### config.mk
export PLATFORM = sky130hd
export DESIGN_NAME = complex_div
export DESIGN_NICKNAME = d
export VERILOG_FILES = /design/src/rtl/complex_div.sv
export SDC_FILE = /design/constraint.sdc
export NUM_CORES = 2
export LEC_CHECK = 0
export ABC_AREA = 1
export BUFFER_PORTS_ARGS = -buffer_cell sky130_fd_sc_hd__clkbuf_2
export CORE_ASPECT_RATIO = 2
export CORE_MARGIN = 4
export CORE_UTILIZATION = 40
export CTS_CLUSTER_SIZE = 28
export DETAILED_ROUTE_END_ITERATION = 6
export PLACE_DENSITY = 0.53
export SLEW_MARGIN = 10
export SYNTH_ARGS = -nofsm -noshare
export SYNTH_HDL_FRONTEND = slang
export SYNTH_SLANG_ARGS = --single-unit
### constraint.sdc
create_clock -name clk -period 11.5 [get_ports clk]
set_input_delay 1.725 -clock clk [delete_from_list [all_inputs] [get_ports clk]]
set_output_delay 1.725 -clock clk [all_outputs]
set_load 0.02 [all_outputs]
### src/rtl/complex_div.sv
// Iterative complex divider z = x / y on IQ-interleaved streams.
// Two time-shared multipliers feed one restoring divider.
module complex_div #(
  parameter int dw = 18
) (
  input  logic                 clk,
  input  logic                 rst,
  input  logic                 gate_in,
  input  logic                 iq,
  input  logic signed [dw-1:0] x,
  input  logic signed [dw-1:0] y,
  output logic                 busy,
  output logic signed [dw-1:0] z,
  output logic                 gate_out,
  output logic                 iq_out,
  output logic                 div_zero,
  output logic                 sat
);

  localparam int pw = 2 * dw;
  localparam int nw = 2 * dw + 1;
  localparam int cw = $clog2(dw + 1);
  localparam logic [cw-1:0] last = cw'(dw);

  typedef enum logic [2:0] {
    IDLE, GOT_I, MUL1, MUL2, DIV_I, DIV_Q, OUT_I, OUT_Q
  } state_t;

  state_t state;
  logic [cw-1:0] cnt;

  logic signed [dw-1:0] a_r, b_r, c_r, d_r;
  logic signed [pw-1:0] ac, bd, bc, ad, cc, dd;
  logic signed [dw-1:0] m0a, m0b, m1a, m1b;
  logic signed [pw-1:0] m0, m1;
  logic cap_i, cap_q;

  logic signed [nw-1:0] num_i, num_q, den_c;
  logic [nw-1:0] mag_i_c, mag_q_c;
  logic ps_i_c, ps_q_c;

  logic neg_i, neg_q, ps_i, ps_q, dz;
  logic [nw-1:0] mag_q, den_r;

  logic [nw-1:0] rem, rem_nx;
  logic [nw:0] trial;
  logic [dw:0] dsh, q, q_nx;
  logic qbit;
  logic [dw:0] res_i, res_q;

  assign busy  = !(state == IDLE || state == GOT_I);
  assign cap_i = gate_in && iq &&
                 (state == IDLE || state == GOT_I);
  assign cap_q = gate_in && !iq && (state == GOT_I);

  // Operand steering: ac/cc on I, bd/ad on Q, bc/dd in MUL1
  always_comb begin
    m0a = x;
    m0b = y;
    m1a = y;
    m1b = y;
    if (cap_q) begin
      m1a = a_r;
    end else if (state == MUL1) begin
      m0a = b_r;
      m0b = c_r;
      m1a = d_r;
      m1b = d_r;
    end
    m0 = pw'(m0a) * pw'(m0b);
    m1 = pw'(m1a) * pw'(m1b);
  end

  // Numerators, denominator, magnitudes and saturation pre-check
  always_comb begin
    num_i   = nw'(ac) + nw'(bd);
    num_q   = nw'(bc) - nw'(ad);
    den_c   = nw'(cc) + nw'(dd);
    mag_i_c = num_i[nw-1] ? -num_i : num_i;
    mag_q_c = num_q[nw-1] ? -num_q : num_q;
    ps_i_c  = {1'b0, mag_i_c} >= {den_c, 1'b0};
    ps_q_c  = {1'b0, mag_q_c} >= {den_c, 1'b0};
  end

  // One restoring-division step per cycle
  always_comb begin
    trial  = {rem, dsh[dw]} - {1'b0, den_r};
    qbit   = !trial[nw];
    rem_nx = qbit ? trial[nw-1:0]
                  : {rem[nw-2:0], dsh[dw]};
    q_nx   = {q[dw-1:0], qbit};
  end

  function automatic logic [dw:0] fin(
    input logic        neg,
    input logic        ps,
    input logic        dzf,
    input logic [dw:0] qq
  );
    logic [dw:0] lim;
    logic [dw:0] nq;
    logic [dw:0] r;
    lim = '0;
    lim[dw-1] = 1'b1;
    nq = -qq;
    if (dzf) begin
      r = '0;
    end else if (!neg) begin
      if (ps || qq >= lim)
        r = {1'b1, 1'b0, {(dw-1){1'b1}}};
      else
        r = {1'b0, qq[dw-1:0]};
    end else begin
      if (ps || qq > lim)
        r = {1'b1, 1'b1, {(dw-1){1'b0}}};
      else
        r = {1'b0, nq[dw-1:0]};
    end
    return r;
  endfunction

  // Datapath: operand capture, products, divider, results
  always_ff @(posedge clk) begin
    if (cap_i) begin
      a_r <= x;
      c_r <= y;
      ac  <= m0;
      cc  <= m1;
    end
    if (cap_q) begin
      b_r <= x;
      d_r <= y;
      bd  <= m0;
      ad  <= m1;
    end
    if (state == MUL1) begin
      bc <= m0;
      dd <= m1;
    end
    if (state == MUL2) begin
      neg_i <= num_i[nw-1];
      neg_q <= num_q[nw-1];
      ps_i  <= ps_i_c;
      ps_q  <= ps_q_c;
      mag_q <= mag_q_c;
      den_r <= den_c;
      dz    <= (den_c == '0);
      rem   <= mag_i_c >> 2;
      dsh   <= {mag_i_c[1:0], {(dw-1){1'b0}}};
      q     <= '0;
    end
    if (state == DIV_I || state == DIV_Q) begin
      rem <= rem_nx;
      dsh <= {dsh[dw-1:0], 1'b0};
      q   <= q_nx;
    end
    if (state == DIV_I && cnt == last) begin
      res_i <= fin(neg_i, ps_i, dz, q_nx);
      rem   <= mag_q >> 2;
      dsh   <= {mag_q[1:0], {(dw-1){1'b0}}};
      q     <= '0;
    end
    if (state == DIV_Q && cnt == last)
      res_q <= fin(neg_q, ps_q, dz, q_nx);
  end

  // Control FSM with registered outputs
  always_ff @(posedge clk) begin
    if (rst) begin
      state    <= IDLE;
      cnt      <= '0;
      z        <= '0;
      gate_out <= 1'b0;
      iq_out   <= 1'b0;
      div_zero <= 1'b0;
      sat      <= 1'b0;
    end else begin
      unique case (state)
        IDLE: begin
          if (gate_in && iq) state <= GOT_I;
        end
        GOT_I: begin
          if (!gate_in)  state <= IDLE;
          else if (!iq)  state <= MUL1;
        end
        MUL1: state <= MUL2;
        MUL2: begin
          state <= DIV_I;
          cnt   <= '0;
        end
        DIV_I: begin
          if (cnt == last) begin
            state <= DIV_Q;
            cnt   <= '0;
          end else begin
            cnt <= cnt + 1'b1;
          end
        end
        DIV_Q: begin
          if (cnt == last) begin
            state    <= OUT_I;
            z        <= res_i[dw-1:0];
            sat      <= res_i[dw];
            gate_out <= 1'b1;
            iq_out   <= 1'b1;
            div_zero <= dz;
          end else begin
            cnt <= cnt + 1'b1;
          end
        end
        OUT_I: begin
          state  <= OUT_Q;
          z      <= res_q[dw-1:0];
          sat    <= res_q[dw];
          iq_out <= 1'b0;
        end
        OUT_Q: begin
          state    <= IDLE;
          gate_out <= 1'b0;
          sat      <= 1'b0;
          div_zero <= 1'b0;
        end
        default: state <= IDLE;
      endcase
    end
  end

endmodule

Word level (Yosys, flattened, before mapping)
Cells that the tools add are included.
{ "totals": {"reg_bits": 508, "input_bits": 40, "out_inout_bits": 23, "word_cells": 128} }
{ "classes": {"add_sub_neg": 8, "multipliers": 2, "magnitude_cmp": 4, "eq_ne": 13, "n_mux": 42, "reduce_logical": 28} }
{ "ops": {"columns": ["operator", "count"], "rows": [
  ["37-bit 2-to-1 mux", 5],
  ["18-bit 2-to-1 mux", 10],
  ["19-bit 2-to-1 mux", 9],
  ["37-bit by 38-bit greater-or-equal comparator with 1-bit output", 2],
  ["36-bit by 36-bit adder with 37-bit output", 2],
  ["37-bit negation", 2],
  ["18-bit by 18-bit multiplier with 36-bit output", 2],
  ["38-bit by 37-bit subtractor with 38-bit output", 1],
  ["37-bit logical NOT", 1],
  ["36-bit by 36-bit subtractor with 37-bit output", 1],
  ["18-bit one-hot mux with 2 select lines", 1],
  ["35-bit 2-to-1 mux", 1],
  ["3-bit one-hot mux with 8 select lines", 1],
  ["19-bit by 18-bit greater-or-equal comparator with 1-bit output, second input constant", 1],
  ["19-bit by 18-bit greater-than comparator with 1-bit output, second input constant", 1],
  ["18-bit negation", 1],
  ["3-bit 2-to-1 mux", 5],
  ["5-bit one-hot mux with 3 select lines", 1],
  ["3-bit equality test, second input constant", 4],
  ["5-bit 2-to-1 mux", 2],
  ["3-bit nonzero test", 3],
  ["2-bit AND reduction", 4],
  ["3-bit by 2-bit equality test with 1-bit output, second input constant", 2],
  ["1-bit logical AND", 6],
  ["other kinds (14)", 29]
]} }

Longest topological paths before layout
{ "logic_depth": {"ltp_word": 6, "mapped_depth": 41, "ltp_nobuf": 40} }

Worst setup path before layout
Ideal clock, no wire load.
{ "synth_path": {"path_kind": "input-to-reg", "from": "input port gate_in", "to": "register ad[32], data pin", "setup_time_ps": 261, "arrival_ps": 8748, "t_required_ps": 11239, "slack_ps": 2490, "path_stages": 28, "path_cell_list": "inv_1 > nor3_1 > buf_4 > inv_2 > a21oi_1 > inv_1 > buf_2 > nor2_1 > inv_1 > fa_1 > inv_1 > fa_1 > fa_1 > fa_1 > fa_1 > inv_1 > fa_1 > inv_1 > ha_1 > nand2_1 > nor2_1 > nand2_1 > o211ai_1 > a31oi_1 > o21ai_0 > nand2_1 > nand4_1 > nand2_1"} }
{ "synth_between": {"elab_chain_cells": 4} }
{ "synth_lines": {"columns": ["element", "line", "rtl"], "rows": [
  ["from (decl)", "8", "input logic gate_in,"],
  ["1-bit logical AND (*) (2 in series)", "54", "assign cap_q = gate_in && !iq && (state == GOT_I);"],
  ["net cap_q", "36", "logic cap_i, cap_q;"],
  ["18-bit 2-to-1 mux", "62", "if (cap_q) begin"],
  ["18-bit by 18-bit multiplier with 36-bit output (*)", "71", "m1 = pw'(m1a) * pw'(m1b);"],
  ["net m1[32]", "35", "logic signed [pw-1:0] m0, m1;"],
  ["to (signal assigned)", "134", "ad <= m1;"],
  ["to (decl)", "33", "logic signed [pw-1:0] ac, bd, bc, ad, cc, dd;"]
]} }
The timed path passes the listed nets; every way through them passes the cells marked *.
A chain may end at the register's enable or synchronous reset.

Worst setup path after layout
{ "layout_path": {"from": "input port gate_in", "to": "register ad[35], data pin"} }
{ "layout_between": {"elab_chain_cells": 4} }
{ "layout_lines": {"columns": ["element", "line"], "rows": [
  ["1-bit logical AND (*) (2 in series)", "54"],
  ["18-bit 2-to-1 mux", "62"],
  ["18-bit by 18-bit multiplier with 36-bit output (*)", "71"],
  ["net m1[35]", "35"]
]} }
Marked as above.

==> impl_metrics.yaml <==
setup_path:
  crit_type: "primary input to register"
  worstPathArrival_ns: 9.92
  crit_path_end_kind: "register"
  crit_fanout: 28
  r2r_start: "state[1]"
  crit_required_ns: 11.87
  startpoint: "gate_in"
  start_kind: "primary input"
  r2r_cells: 31
global_routing:
  grt_max_degree: 109
  overflow: 0
  antenna_found_initial: 1
  grt_pass1_wl_um: 298600
  grt_pass1_vias: 48830
  grt_use_total_pct: 27.62
logic_synthesis:
  synthTopCellsByCount: "1445 x nand2_1, 1415 x inv_1, 796 x nor2_1, 662 x fa_1, 442 x edfxtp_1"
  synth_warnings: 0
  synthTopCellsByArea: "edfxtp_1 24%, fa_1 24%, nand2_1 9.7%"
  ys_types: 60
  ys_ff_latch: 492
  ys.flop_type: "edfxtp_1"
  yosysMostFrequentCell: "nand2_1"
  seq_area_frac_synth_pct: 25.40
  synth-edff-count: 442
  syn_area_um2: 56200
  synth_top_area_share_pct: 23.62
  async_reset_ff_share_pct: 0
  yosys.area.top_type: "edfxtp_1"
  avgSynthCellArea_um2: 8.170
  syn_inst: 6879
  synthesis.nets: 7989
floorplanning:
  dieArea_um2: 146900
  io_pins: 63
  die_h_um: 538.1
  initial_utilization_pct: 40.27
  core_um2: 139600
  row_count: 194
  die_w_um: 273.1
sta:
  min_period_over_period_pct: 83.04
  tightest_slew_ns: 1.396
  finalSetupTns_ns: 0
  period_minus_slack_ns: 9.550
  hold_viol_final: 0
  setup-violations-final: 0
  fmax_mhz: 104.7
  drv_slew: 0
  layout_setup_ws_ns: 1.950
  rsz0062_at_grt: "false"
  clock_skew_ns: 0.04644
  max_slew_margin_pct: 6.625
status:
  outcome: "completed"
drt:
  wl_per_cell_um: 22.80
  drt_iter0_markers: 2276
  first_pass_iters: 5
  drt_wl_total_um: 201700
  avgViaCountPerCell: 5.138
  ant_nets: 0
  drcViolationCount: 0
  vias: 45450
place:
  port_buffers: 62
  pre_cts_ws_ns: 1.272
  place_congestion: 1.011
  dpl.hpwl_um: 173200
  postPlaceCellArea_um2: 58900
clock_tree:
  cts_buffer_depth: 3
  cts.sinks: 492
  postCtsSetupRepairBufs: 0
  cts_resized: 0
  clk_pin_slew_ns: 0.07
  cts_root_buffer: "clkbuf_16"
  cts_tree: "yes"
  htreeDepth: 2
  cts_buffers: 49
  insertion_delay_ns: 0.67
  postCtsHoldBufs: 0
finish:
  fillers: 14260
  synthToLayoutAreaGrowth_pct: 7.671
  drive_above_1_share_pct: 5.244
  utilization_pct: 43.36
  finish.instance_area_um2: 60520
  final_nets: 8051
hold_path:
  hp-start: "gate_out"
  holdPathStages: 2
  hold_path.class: "register to register"
run:
  maxCapViolations: 0
## stage by stage
stage | hold WS, ns | instances
2_1_floorplan | 0.4571 | 6879
3_3_place_gp | 0.4612 | 8752
3_5_place_dp | 0.4681 | 8752
4_1_cts | 0.4754 | 8842
5_1_grt | 0.5065 | 8843
6_report | 0.4730 | 8845
## per-layer routing
layer | track usage (%) | routed length (um)
met1 | 23.17 | 59900
met4 | 26.51 | 24920
met2 | 54.66 | 111000
met3 | 2.800 | 5879
met5 | 0 | 0
## critical path, cell delays in order
cell and delay, ns:
clkbuf_2 0.09, inv_1 0.05, nor3_2 0.73, inv_2 0.49, a21oi_1 0.57, inv_1 0.36, nor2_1 0.37, fa_1 0.50
inv_1 0.27, fa_1 0.47, inv_1 0.15, ha_1 0.48, inv_1 0.28, fa_1 0.56, inv_1 0.05, fa_1 0.53
inv_1 0.05, fa_1 0.48, inv_1 0.04, ha_1 0.36, nand2_1 0.15, nor2_1 0.16, nand2_1 0.09, nor4_1 0.18
nand2_1 0.09, o211ai_1 0.22, a41oi_1 0.20, xor2_1 0.20
## logic make-up after synthesis
logic type                 share of synthesized area [%]
xor gates and xnor gates                           3.266
buffers and inverters                              10.64
DFF                                                25.40
AOI/OAI and AO/OA                                  7.923
and+or+nand+nor                                    20.12
adders and majority gates                          32.66
## sequential cells by signal (all words and copies together) (netlist names), 2 cells and up
| register | flops |
|---|---|
| dsh | 2 |
| bd | 36 |
| mag_q | 37 |
| b_r | 18 |
| z | 18 |
| rem | 37 |
| bc | 36 |
| cnt | 5 |
| res_q | 19 |
| a_r | 18 |
| d_r | 18 |
| dd | 36 |
| state | 3 |
| q | 18 |
| res_i | 19 |
| cc | 36 |
| ad | 36 |
| den_r | 37 |
| ac | 36 |
| c_r | 18 |
## layout make-up
type / instances / area, um2 / area share, %
clock inverter: 33 / 299.0 / 0.4941
tap: 1862 / 2330 / 3.850
clock buffer: 57 / 1277 / 2.111
timing repair buffer: 132 / 848.3 / 1.402
sequential: 492 / 14270 / 23.59
multi-input combinational: 4814 / 36030 / 59.54
antenna: 3 / 7.507 / 0.01241
inverter: 1452 / 5450 / 9.006
## layout by cell type, fill, tap and decap left out, drive strengths merged, types with 2 or more instances in the layout
master	netlist	layout
fa	662	662
and2	11	11
or2	47	47
o221ai	2	2
a21boi	6	6
o2111ai	3	3
buf	48	70
nand4	81	81
ha	408	408
nand3	247	247
nor3	51	51
a21oi	311	311
o21a	17	17
o22ai	18	18
clkbuf	73	119
clkinvlp	0	4
nor2	814	814
o211ai	25	25
diode	0	3
xor2	136	136
o21bai	22	22
o21ai	305	305
nand2	1465	1465
inv	1435	1443
a21o	30	30
a211oi	4	4
a31oi	39	39
nand3b	14	14
edfxtp	442	442
and3	2	2
nor4	16	16
dfxtp	50	50
xnor2	68	68
bufinv	0	2
clkinv	17	36
## final timing paths
path	endpoint	slack [ns]
setup / recovery	ad[35]	1.95
hold / removal	gate_out	0.47
setup reg to reg	bc[30]	2.38
hold reg to reg	gate_out	0.47
Power is left out: the tool's default activity adds up to more than one toggle a clock period on the data nets, which glitch-free logic cannot reach.
